[src/rtl/issue_packer_pkg.sv]
// issue_packer_pkg: class codes, packet field offsets and RV32I opcodes shared by the issue packer.
package issue_packer_pkg;
    localparam int PKT_W     = 128;
    localparam int PC_LSB    = 96;
    localparam int INSTR_LSB = 64;
    localparam int IMM_LSB   = 32;
    localparam int RD_LSB    = 27;
    localparam int RS1_LSB   = 22;
    localparam int RS2_LSB   = 17;
    localparam int WE_BIT    = 16;
    localparam int CLS_LSB   = 13;
    localparam int SLOT_BIT  = 12;

    typedef enum logic [2:0] {
        CLS_ALU     = 3'd0,
        CLS_LOAD    = 3'd1,
        CLS_STORE   = 3'd2,
        CLS_BRANCH  = 3'd3,
        CLS_JUMP    = 3'd4,
        CLS_ILLEGAL = 3'd7
    } cls_e;

    typedef enum logic [1:0] {ST_EMPTY, ST_PAIR, ST_SECOND} state_e;

    localparam logic [6:0] OPC_OP     = 7'b0110011;
    localparam logic [6:0] OPC_OP_IMM = 7'b0010011;
    localparam logic [6:0] OPC_LOAD   = 7'b0000011;
    localparam logic [6:0] OPC_STORE  = 7'b0100011;
    localparam logic [6:0] OPC_BRANCH = 7'b1100011;
    localparam logic [6:0] OPC_LUI    = 7'b0110111;
    localparam logic [6:0] OPC_AUIPC  = 7'b0010111;
    localparam logic [6:0] OPC_JAL    = 7'b1101111;
    localparam logic [6:0] OPC_JALR   = 7'b1100111;
endpackage

[src/rtl/issue_packer_predecode.sv]
// rv32_predecode: combinational RV32I pre-decode of one instruction into a 128-bit execute packet.
module rv32_predecode
    import issue_packer_pkg::*;
(
    input  logic [31:0]      pc,
    input  logic [31:0]      instr,
    input  logic             slot,
    output logic [PKT_W-1:0] pkt
);
    cls_e        cls;
    logic [31:0] imm;
    logic        has_rd, use_rs1, use_rs2, rd_we;
    logic [4:0]  rd, rs1, rs2;

    always_comb begin
        cls     = CLS_ILLEGAL;
        imm     = '0;
        has_rd  = 1'b0;
        use_rs1 = 1'b1;
        use_rs2 = 1'b0;
        case (instr[6:0])
            OPC_OP:     begin cls = CLS_ALU;    has_rd = 1'b1; use_rs2 = 1'b1; end
            OPC_OP_IMM: begin cls = CLS_ALU;    has_rd = 1'b1; imm = {{20{instr[31]}}, instr[31:20]}; end
            OPC_LOAD:   begin cls = CLS_LOAD;   has_rd = 1'b1; imm = {{20{instr[31]}}, instr[31:20]}; end
            OPC_STORE:  begin cls = CLS_STORE;  use_rs2 = 1'b1; imm = {{20{instr[31]}}, instr[31:25], instr[11:7]}; end
            OPC_BRANCH: begin cls = CLS_BRANCH; use_rs2 = 1'b1;
                              imm = {{19{instr[31]}}, instr[31], instr[7], instr[30:25], instr[11:8], 1'b0}; end
            OPC_LUI,
            OPC_AUIPC:  begin cls = CLS_ALU;    has_rd = 1'b1; use_rs1 = 1'b0; imm = {instr[31:12], 12'b0}; end
            OPC_JAL:    begin cls = CLS_JUMP;   has_rd = 1'b1; use_rs1 = 1'b0;
                              imm = {{11{instr[31]}}, instr[31], instr[19:12], instr[20], instr[30:21], 1'b0}; end
            OPC_JALR:   begin cls = CLS_JUMP;   has_rd = 1'b1; imm = {{20{instr[31]}}, instr[31:20]}; end
            default:    ;
        endcase
    end

    // rd is only meaningful for formats that carry a destination; stores/branches reuse those bits as imm
    assign rd    = has_rd ? instr[11:7] : 5'd0;
    assign rs1   = use_rs1 ? instr[19:15] : 5'd0;
    assign rs2   = use_rs2 ? instr[24:20] : 5'd0;
    assign rd_we = has_rd && (rd != 5'd0);
    assign pkt   = {pc, instr, imm, rd, rs1, rs2, rd_we, cls, slot, 12'b0};
endmodule

[src/rtl/issue_packer.sv]
// issue_packer: holds one fetched instruction pair and issues it to the execute buffer
// as a single pair write or, on a hazard, as two consecutive single writes.
module issue_packer
    import issue_packer_pkg::*;
(
    input  logic             clk,
    input  logic             rst_n,
    input  logic             flush,
    input  logic             fetch_valid,
    output logic             fetch_ready,
    input  logic [31:0]      fetch_pc,
    input  logic [31:0]      fetch_instr0,
    input  logic [31:0]      fetch_instr1,
    input  logic             buf_full,
    output logic             write1,
    output logic             write2,
    output logic [PKT_W-1:0] data1_out,
    output logic [PKT_W-1:0] data2_out
);
    state_e            state, state_nx;
    logic [31:0]       pc_q, instr0_q, instr1_q;
    logic [PKT_W-1:0]  p0, p1;
    logic              split, capture, go;
    logic [2:0]        c0, c1;
    logic [4:0]        rd0;

    rv32_predecode u_pd0 (.pc(pc_q),          .instr(instr0_q), .slot(1'b0), .pkt(p0));
    rv32_predecode u_pd1 (.pc(pc_q + 32'd4),  .instr(instr1_q), .slot(1'b1), .pkt(p1));

    assign c0  = p0[CLS_LSB +: 3];
    assign c1  = p1[CLS_LSB +: 3];
    assign rd0 = p0[RD_LSB +: 5];
    // unused rs fields decode to 0 and rd_we is clear for x0, so no false RAW match
    assign split = (p0[WE_BIT] && (p1[RS1_LSB +: 5] == rd0 || p1[RS2_LSB +: 5] == rd0))
                || ((c0 == CLS_LOAD || c0 == CLS_STORE) && (c1 == CLS_LOAD || c1 == CLS_STORE))
                || c0 == CLS_BRANCH || c0 == CLS_JUMP
                || c0 == CLS_ILLEGAL || c1 == CLS_ILLEGAL;

    assign go      = !flush && !buf_full;
    assign capture = fetch_valid && fetch_ready;

    always_ff @(posedge clk or negedge rst_n) begin
        if (!rst_n) begin
            state    <= ST_EMPTY;
            pc_q     <= '0;
            instr0_q <= '0;
            instr1_q <= '0;
        end else begin
            state <= state_nx;
            if (capture) begin
                pc_q     <= fetch_pc;
                instr0_q <= fetch_instr0;
                instr1_q <= fetch_instr1;
            end
        end
    end

    always_comb begin
        state_nx = state;
        if (flush)
            state_nx = ST_EMPTY;
        else if (state == ST_EMPTY)
            state_nx = capture ? ST_PAIR : ST_EMPTY;
        else if (!buf_full)
            state_nx = (state == ST_PAIR && split) ? ST_SECOND : capture ? ST_PAIR : ST_EMPTY;
    end

    always_comb begin
        write2      = go && state == ST_PAIR && !split;
        write1      = go && ((state == ST_PAIR && split) || state == ST_SECOND);
        fetch_ready = !flush && (state == ST_EMPTY || write2 || (go && state == ST_SECOND));
        data1_out   = (write2 || (write1 && state == ST_PAIR)) ? p0 : write1 ? p1 : '0;
        data2_out   = write2 ? p1 : '0;
    end
endmodule
[config.mk]
export PLATFORM = sky130hd
export DESIGN_NAME = issue_packer
export DESIGN_NICKNAME = d
export VERILOG_FILES = /design/src/rtl/issue_packer_pkg.sv /design/src/rtl/issue_packer_predecode.sv /design/src/rtl/issue_packer.sv
export SDC_FILE = /design/constraint.sdc
export NUM_CORES = 1
export LEC_CHECK = 0
export CAP_MARGIN = 25
export CELL_PAD_IN_SITES_DETAIL_PLACEMENT = 0
export CELL_PAD_IN_SITES_GLOBAL_PLACEMENT = 2
export CORE_ASPECT_RATIO = 0.9
export CORE_MARGIN = 4
export CORE_UTILIZATION = 23
export DETAILED_ROUTE_END_ITERATION = 8
export GPL_TIMING_DRIVEN = 0
export PLACE_DENSITY_LB_ADDON = 0.15
export SLEW_MARGIN = 30
export SYNTH_ARGS = -nofsm -noshare
export SYNTH_HDL_FRONTEND = slang
export SYNTH_SLANG_ARGS = --single-unit
[constraint.sdc]
create_clock -name clk -period 4 [get_ports clk]
set_clock_uncertainty 0.2 [all_clocks]
set_input_delay 0.8 -clock clk [delete_from_list [all_inputs] [get_ports clk]]
set_output_delay 0.8 -clock clk [all_outputs]
set_load 0.01 [all_outputs]
# After elaboration in Yosys (flattened, before gate mapping)
# Cells that the tools add are included.
[totals] regBits=98 input_bits=101 output_inout_bits=259
[classes] addsub=1 eq_ne=31 mux=22 n_reduce_logical=45
[op_table] op="$mux 128" n=3
[op_table] op="$pmux 32 s5" n=2
[op_table] op="$eq 7x6->1 const B" n=6
[op_table] op="$eq 7x7->1 const B" n=6
[op_table] op="$add 32x3->32 const B" n=1
[op_table] op="$mux 5" n=6
[op_table] op="$pmux 3 s5" n=2
[op_table] op="$eq 7x5->1 const B" n=4
[op_table] op="$reduce_or 3->1" n=6
[op_table] op="$eq 7x2->1 const B" n=2
[op_table] op="$reduce_or 7->1" n=2
[op_table] op="$logic_and 1x1->1" n=13
[op_table] op="$logic_or 1x1->1" n=12
[op_table] op="$eq 5x5->1" n=2
[op_table] op="$reduce_bool 5->1" n=2
[op_table] op="$eq 3x2->1 const B" n=3
[op_table] op="$eq 3x3->1 const B" n=3
[op_table] op="$mux 2" n=4
[op_table] op="$reduce_or 2->1" n=4
[op_table] op="$reduce_or 4->1" n=2
[op_table] op="$eq 3x1->1 const B" n=2
[op_table] op="$mux 1" n=5
[op_table] op="$logic_not 1->1" n=3
[op_table] op="$ne 3x2->1 const B" n=1
[op_table] op="3 further kinds" n=3

# Depth between registers and ports, before layout
# Gate-level depths: netlist (run 1).
[depth] depth_word=23 mapped_depth=12 mapped_depth_nobuf=9

# Cells and area by module
# Synthesis (run 1) repeated with hierarchy kept, for this count alone.
[hier_totals] hier_cells=1457 area_unflattened_um2=11021.8
[modules_own_cells] mod="issue_packer" n_inst=1 cells_per_inst=1095 area_per_inst_um2=8494.4 seq_area_each_um2=2452.4
[modules_own_cells] mod="rv32_predecode" n_inst=2 cells_per_inst=181 area_per_inst_um2=1263.7 seq_area_each_um2=0.0

# Worst setup path before layout (run 1)
# Ideal clock, no wire load.
[synth_path] path_kind="input port to output port" start="input port flush" end="output port data1_out[17]" arrival_ps=2522 slack_ps=478 path_stages=4 n_path_buf=0 path_cell_list="nor4_1 > nand2_1 > a2111oi_0 > a22o_1"
[synth_via] elab_chain_len=6
[synth_rtl] item="start: declaration" line="issue_packer.sv:8" rtl="input logic flush,"
[synth_rtl] item="$logic_not 1->1 *" line="issue_packer.sv:39" rtl="assign go = !flush && !buf_full;"
[synth_rtl] item="$logic_and 1x1->1 *" line="issue_packer.sv:39"
[synth_rtl] item="$logic_and 1x1->1, on equally long branches" line="issue_packer.sv:69, issue_packer.sv:70"
[synth_rtl] item="$logic_and 1x1->1, on equally long branches" line="issue_packer.sv:69, issue_packer.sv:72"
[synth_rtl] item="$logic_or 1x1->1" line="issue_packer.sv:72" rtl="data1_out = (write2 || (write1 && state == ST_PAIR)) ? p0 : write1 ? p1 : '0;"
[synth_rtl] item="$mux 128 *" line="issue_packer.sv:72"
[synth_rtl] item="end: declaration" line="issue_packer.sv:17" rtl="output logic [PKT_W-1:0] data1_out,"
# Every way passes the cells marked *; elsewhere a longest branch is shown, timed or not.

# Worst setup path in the final report (run 1)
[layout_path] start="register instr0_q[5]" end="output port data2_out[84]"
[layout_via] elab_chain_len=15
[layout_rtl] item="start: declaration" line="issue_packer.sv:21" rtl="logic [31:0] pc_q, instr0_q, instr1_q;"
[layout_rtl] item="start signal: assignment" line="issue_packer.sv:52" rtl="instr0_q <= fetch_instr0;"
[layout_rtl] item="$eq 7x5->1, or another cell as far along" line="issue_packer_predecode.sv:21" rtl="case (instr[6:0])"
[layout_rtl] item="$reduce_or 7->1 (no line)"
[layout_rtl] item="$mux 1" line="issue_packer_predecode.sv:21"
[layout_rtl] item="$mux 5" line="issue_packer_predecode.sv:38" rtl="assign rd = has_rd ? instr[11:7] : 5'd0;"
[layout_rtl] item="$eq 5x5->1 or $reduce_bool 5->1 (tied branches)" line="issue_packer.sv:34, issue_packer_predecode.sv:41"
[layout_rtl] item="$logic_or 1x1->1 or $logic_and 1x1->1 (tied branches)" line="issue_packer.sv:34, issue_packer_predecode.sv:41"
[layout_rtl] item="$logic_and 1x1->1" line="issue_packer.sv:34" rtl="assign split = (p0[WE_BIT] && (p1[RS1_LSB +: 5] == rd0 || p1[RS2_LSB +: 5] == rd0))"
[layout_rtl] item="$logic_or 1x1->1" line="issue_packer.sv:35" rtl="|| ((c0 == CLS_LOAD || c0 == CLS_STORE) && (c1 == CLS_LOAD || c1 == CLS_STORE))"
[layout_rtl] item="$logic_or 1x1->1 (2 in series)" line="issue_packer.sv:36" rtl="|| c0 == CLS_BRANCH || c0 == CLS_JUMP"
[layout_rtl] item="$logic_or 1x1->1 * (2 in series)" line="issue_packer.sv:37" rtl="|| c0 == CLS_ILLEGAL || c1 == CLS_ILLEGAL;"
[layout_rtl] item="$logic_not 1->1 *" line="issue_packer.sv:69" rtl="write2 = go && state == ST_PAIR && !split;"
[layout_rtl] item="$logic_and 1x1->1 *" line="issue_packer.sv:69"
[layout_rtl] item="$mux 128 *" line="issue_packer.sv:73" rtl="data2_out = write2 ? p1 : '0;"
[layout_rtl] item="end: declaration" line="issue_packer.sv:18" rtl="output logic [PKT_W-1:0] data2_out"
# Marked as above.

==> impl_metrics.ini, run 1 <==
[critical_path]
critPathKind = flop to primary output
cp.arrival_ps = 3110
critPathBufInv = 6
cp-end-kind = primary output
path_delay_family = compound AO/OA/AOI/OAI gates
cp_slowest_stage_delay_ps = 460
start_kind = flop
crit_top_cell = buf_12
crit_path_top_delay_cell = dfrtp_2
crit_chain = o21ba_2 > o32a_1 > buf_4 > o21ai_0 > nand4_1 > o21a_1 > o211ai_4 > buf_12 > buf_12 > buf_8 > buf_6 > nor2_1 > buf_2
critPathRequiredTime_ps = 3000
path_max_fanout = 8

[drt]
num_vias = 8659
drt-total-wl_um = 42700
detail-route-antenna-nets = 0
dr.pass1.iters = 5
viasPerCell = 4.94
drc = 0
wl_per_cell_um = 24.3
dr.first_iter.drc_count = 577

[synthesis]
synth-seq-cells = 98
synthTopCellsByArea = dfrtp_1 32%, mux2_2 9.9%, mux2_4 5.7%, a22o_1 5.3%, nor2_1 4.6%
ys.flop_type = dfrtp_1
synth_area_mm2 = 0.00764
syn_inst = 899
seq_area_frac_synth = 0.321
avgSynthCellArea_um2 = 8.50
synth.top_cell.area_share = 0.321
yosysWarnings = 0
ys_types = 64
synth-edff-count = 0
async_flop_share = 1.00
synth_area_leader_cell = dfrtp_1

[global_routing]
grt-ovfl-total = 0
antenna_found_initial = 3
grt_max_degree = 56
track_usage = 0.226
grt_pass1_wl_um = 60900
grt_pass1_vias = 8701

[power]
power.clock.fraction = 0.210
power.density_mw_per_mm2 = 326
seqPwrFrac = 0.409
ir_drop_mv = 0.210
combPwrFrac = 0.381
p_sw_mw = 1.68
leakagePower_nw = 5.85
swShare = 0.400
intPower_mw = 2.52

[clock_network]
htree_levels = 3
cts.path.max_buffers = 2
root_buffer = clkbuf_16
insertion_delay_ps = 370
cts.clk_slew.worst_paths_ps = 70
cts_tree = built
cts_buffers = 9
cts.sinks = 98

[timing]
drv_slew = 0
fin_crit_sh = 1.03
worst_slew_pin_slew_ps = 969
setup_violations = 77
relSlewSlack = 0.337
hold_violations = 0
fmaxAchievable_mhz = 244
layout_setup_ws_ps = -105
timing.final.crit_period_ps = 4110
rsz0062_at_grt = yes

[place]
port_buffers = 335
place_hpwl_um = 32000
gp_congestion = 0.812
dp_slack_ps = -1540

[run_status]
status = finished with violations
violations = negative setup slack

[cells_and_area]
final_net_count = 1428
n_fill_cell = 3447
final_util = 0.392
area_growth_syn_to_layout_pct = 68.7
drive_above_1_share = 0.362

[floorplanning]
die-area_mm2 = 0.0362
die_h_um = 181
io_pins = 360
core_mm2 = 0.0329
rows = 63
start_util = 0.232
die_x_um = 200

[run]
drv_cap = 0

[min_path]
hp-class = input pin to asynchronous set/reset pin
[cell usage in the layout (no fill, tap or decap), types with 7 or more instances in the layout]
cell             count
dfrtp_1             86
o31ai_1              7
xnor2_1             23
dlygate4sd2_1       26
a22o_1              46
o22ai_1             32
dlymetal6s2s_1      14
mux2_2              67
and2_1              27
clkbuf_16           14
buf_6               30
buf_4               98
clkbuf_1             9
nand2_1             88
nor2_4              13
nand3_1              7
mux2_4              29
buf_2               87
buf_8                7
nor2b_1              8
and3_1              16
clkbuf_4             9
nor3_4               7
nor2_1              72
a21oi_1             44
clkdlybuf4s50_1    175
nor2_2               8
inv_1               17
o21ai_0             64
clkbuf_2            20
a22oi_1              9
dfrtp_2             12
conb_1              24
buf_12               8
[power groups by stage]
stage | Combinational (mW) | Clock [mW] | Sequential, mW
2_1_floorplan | 0.956 | 0 | 1.47
3_3_place_gp | 1.44 | 0 | 1.63
3_5_place_dp | 1.46 | 0 | 1.64
4_1_cts | 1.55 | 0.932 | 1.68
5_1_grt | 1.72 | 0.954 | 1.76
6_report | 1.60 | 0.884 | 1.72
[cells in the mapped netlist (23+ instances only)]
master / number
dfrtp_1: 98
clkbuf_1: 48
and2_1: 32
mux2_4: 29
buf_4: 31
o22ai_1: 33
mux2_2: 67
and3_1: 24
nand2_1: 90
xnor2_1: 23
a21oi_1: 49
o21ai_0: 66
a22o_1: 46
nor2_1: 93
[per-stage QoR]
stage	hold slack [ps]	setup TNS, ps	total power [mW]	area [µm²]	std cells
floorplan	269	0	2.43	7720	922
global placement	310	-529100	3.07	11600	1679
detailed placement	308	-219520	3.10	11700	1682
CTS	126	-6960	4.16	12400	1731
global route	137	-16770	4.43	12900	1754
finish	119	-4080	4.20	12900	1754
[per-layer routing]
metal / GRT usage / wire length (µm) / up-vias
met2: 0.354 / 19700 / 345
met5: 0 / 12 / -
met4: 0.0530 / 697 / 2
met1: 0.305 / 18600 / 4256
li1: - / - / 4024
met3: 0.0722 / 3680 / 32
[sequential cells by signal, indices dropped and copies added, names as in the netlist]
register and count:
instr1_q 32, pc_q 32, state 2, instr0_q 32
[cell type report]
class	count	area [µm²]	area share
Multi-Input combinational cell	704	5180	0.402
Timing Repair Buffer	410	3630	0.282
Sequential cell	98	2470	0.192
Buffer	83	713	0.0554
Tap cell	422	528	0.0410
Clock buffer	12	256	0.0199
Inverter	20	77.6	0.00602
Clock inverter	4	26.3	0.00204
Antenna cell	1	2.50	0.000194
[worst reg2reg max path, delay by kind of cell, from the launching register on]
kind / cells / cell delay, ps
multiplexers: 1 / 320
buffers and inverters: 6 / 1100
AND/OR/NAND/NOR: 2 / 360
AO/OA/AOI/OAI: 5 / 1140
flip-flops: 1 / 420
[worst paths after layout]
path                                 end  depth (start not counted)  slack, ps   startpoint
setup / recovery           data2_out[84]                         13       -110  instr0_q[5]
hold / removal               instr0_q[7]                          1        120        rst_n
setup reg to reg                pc_q[25]                         14        350  instr1_q[2]
hold reg to reg                  pc_q[0]                          1        330      pc_q[0]
max in group asynchronous       pc_q[17]                          2       2830        rst_n
min in group clk                 pc_q[0]                          1        330      pc_q[0]
[cells by family after synthesis]
| family | after synthesis | synth area share |
|---|---|---|
| flip-flops | 98 | 0.321 |
| XOR/XNOR | 29 | 0.0333 |
| AND/OR/NAND/NOR | 308 | 0.194 |
| multiplexers | 96 | 0.156 |
| buffers and inverters | 121 | 0.0829 |
| adder cells (fa/ha/maj) | 1 | 0.00164 |
| other | 1 | 0.000491 |
| AO/OA/AOI/OAI | 245 | 0.211 |
[repair_timing]
item | 4_1_cts | 5_1_grt
hold buffers | 0 | 0
setup buffers | 43 | 26
pin swaps | 17 | 24
endpoints found under the setup margin | 235 | 197
gates resized for setup | 609 | 180
cloned | 2 | 2
Power figures use the tool's default switching activity.
==> run 2, diff against run 1 <==
--- a/config.mk
+++ b/config.mk
@@ -5,12 +5,13 @@
 export SDC_FILE = /design/constraint.sdc
 export NUM_CORES = 1
 export LEC_CHECK = 0
-export CAP_MARGIN = 25
+export CAP_MARGIN = 20
 export CELL_PAD_IN_SITES_DETAIL_PLACEMENT = 0
 export CELL_PAD_IN_SITES_GLOBAL_PLACEMENT = 2
 export CORE_ASPECT_RATIO = 0.9
-export CORE_MARGIN = 4
+export CORE_MARGIN = 2
 export CORE_UTILIZATION = 23
+export CTS_CLUSTER_SIZE = 30
 export DETAILED_ROUTE_END_ITERATION = 8
 export GPL_TIMING_DRIVEN = 0
 export PLACE_DENSITY_LB_ADDON = 0.15
==> impl_metrics.ini, run 2 (same netlist as run 1, synthesis figures left out) <==
[run_status]
status = finished with violations
violations = negative setup slack

[cells_and_area]
fin_area_mm2 = 0.0132
drive_above_1_share = 0.380
reg.largest.list = instr0_q (32), instr1_q (32), pc_q (32)
final_common_cell = clkdlybuf4s50_1
final_cell_mix = 176 x clkdlybuf4s50_1, 95 x buf_4, 90 x dfrtp_1
final_net_count = 1428
diodes = 0
stdcell_count = 1753
area_growth_syn_to_layout_pct = 73.1
n_fill_cell = 3410

[place]
gp_congestion = 0.833
dp.cells = 1682
dp_slack_ps = -1560
place_hpwl_um = 31100
port_buffers = 335
place_area_mm2 = 0.0117

[critical_path]
r2r_slack_ps = 410
cp_slowest_stage_delay_ps = 470
crit_chain = o21ba_2 > o32a_4 > o21ai_0 > nand4_1 > o21a_1 > o211ai_4 > buf_12 > inv_16 > clkbuf_16 > buf_12 > and3_4 > buf_6
crit_top_cell = buf_12
critPathRequiredTime_ps = 3000
path_max_fanout = 7
reg2reg_from = instr1_q[2]
rr_endpoint = pc_q[18]
cp.arrival_ps = 3120
start_kind = flop
cp-end-kind = primary output
r2r_cells = 14
critPathKind = flop to primary output
crit_path_top_delay_cell = dfrtp_1

[floorplanning]
rows = 63
die-area_mm2 = 0.0347
io_pins = 360
die_h_um = 177
core_mm2 = 0.0328
start_util = 0.233
die_x_um = 196

[drt]
dr.pass1.iters = 7
viasPerCell = 5.00
wl_per_cell_um = 24.3
drc = 0
dr.first_iter.drc_count = 626
detail-route-antenna-nets = 0
drt-total-wl_um = 42500
num_vias = 8770

[clock_network]
cts.sinks = 98
cts.clk_slew.worst_paths_ps = 70
root_buffer = clkbuf_16
insertion_delay_ps = 360
cts_buffers = 9
cts_tree = built
cts.path.max_buffers = 2
htree_levels = 3

[timing]
fin_crit_sh = 1.03
relSlewSlack = 0.550
timing.final.crit_period_ps = 4120
hold-worst-slack_ps = 179
rsz0062_at_grt = yes
drv_slew = 0
tns_ps = -3070
layout_setup_ws_ps = -118
fmaxAchievable_mhz = 243
hold_violations = 0
setup_violations = 65
worst_slew_pin_slew_ps = 674

[global_routing]
grt_pass1_wl_um = 60600
grt-ovfl-total = 0
grt_pass1_vias = 8667
track_usage = 0.239
antenna_found_initial = 2
grt_max_degree = 58

[power]
leakagePower_nw = 6.07
ir_drop_mv = 0.199
power.density_mw_per_mm2 = 316

[run]
drv_cap = 0

[min_path]
hp-class = input pin to asynchronous set/reset pin
-- run 2: cell count changes in the layout (fill, tap and decap cells not counted), sizes merged, moves of 2 or more --
cell / before / now
buf: 234 / 245
clkbuf: 56 / 44
clkdlybuf4s15: 0 / 2
dlygate4sd2: 26 / 15
dlymetal6s2s: 14 / 23
-- run 2: metrics by stage --
step,util,power [mW]
after floorplan,-,2.43
after global placement,0.354,3.07
after detailed placement,0.356,3.09
after CTS,0.392,4.15
after global routing,0.403,4.42
final,0.403,4.18
-- run 2: layout make-up --
class | count | area, µm² | share of cell area
Clock buffer | 12 | 256 | 0.0194
Buffer | 78 | 693 | 0.0524
Multi-Input combinational cell | 704 | 5230 | 0.395
Sequential cell | 98 | 2460 | 0.186
Clock inverter | 4 | 26.3 | 0.00199
Timing Repair Buffer | 415 | 3940 | 0.298
Tap cell | 422 | 528 | 0.0399
Inverter | 20 | 91.3 | 0.00691
-- run 2: what timing repair did --
item | 4_1_cts | 5_1_grt
gates cloned | 6 | 3
setup buffers | 56 | 17
pin swaps | 26 | 23
setup endpoints to repair | 235 | 178
gates resized for setup | 722 | 144
hold buffers | 0 | 0
-- run 2: how the worst max path moves through the flow --
stage / to / slack [ps] / depth (start not counted) / startpoint
2_1_floorplan: data1_out[17] / 480 / 4 / flush
3_3_place_gp: instr0_q[7] / -2520 / 1 / rst_n
3_5_place_dp: data1_out[71] / -1560 / 9 / flush
4_1_cts: data2_out[103] / -190 / 15 / instr1_q[2]
5_1_grt: data2_out[30] / -220 / 15 / instr1_q[0]
6_report: data2_out[38] / -120 / 12 / instr0_q[5]
-- run 2: per-layer routing --
| layer | vias to the layer above | wire [µm] | track usage |
|---|---|---|---|
| li1 | 4034 | - | - |
| met1 | 4335 | 18900 | 0.331 |
| met2 | 353 | 19300 | 0.372 |
| met3 | 48 | 3310 | 0.0587 |
| met4 | 0 | 1040 | 0.0634 |
| met5 | - | 0 | 0 |
-- run 2: worst max-delay path, delay by kind of cell (launching register included) --
kind	cells	cell delay (ps)
AO/OA/AOI/OAI	5	1310
buffers and inverters	5	620
flip-flops	1	470
AND/OR/NAND/NOR	2	350
-- run 2: power breakdown --
| part | total, mW | internal, mW | switching (mW) | leakage, nW |
|---|---|---|---|---|
| registers | 1.75 | 1.25 | 0.503 | 1.14 |
| clock network | 0.882 | 0.457 | 0.425 | 0.139 |
| logic | 1.55 | 0.806 | 0.745 | 4.79 |
| total | 4.18 | 2.51 | 1.67 | 6.07 |
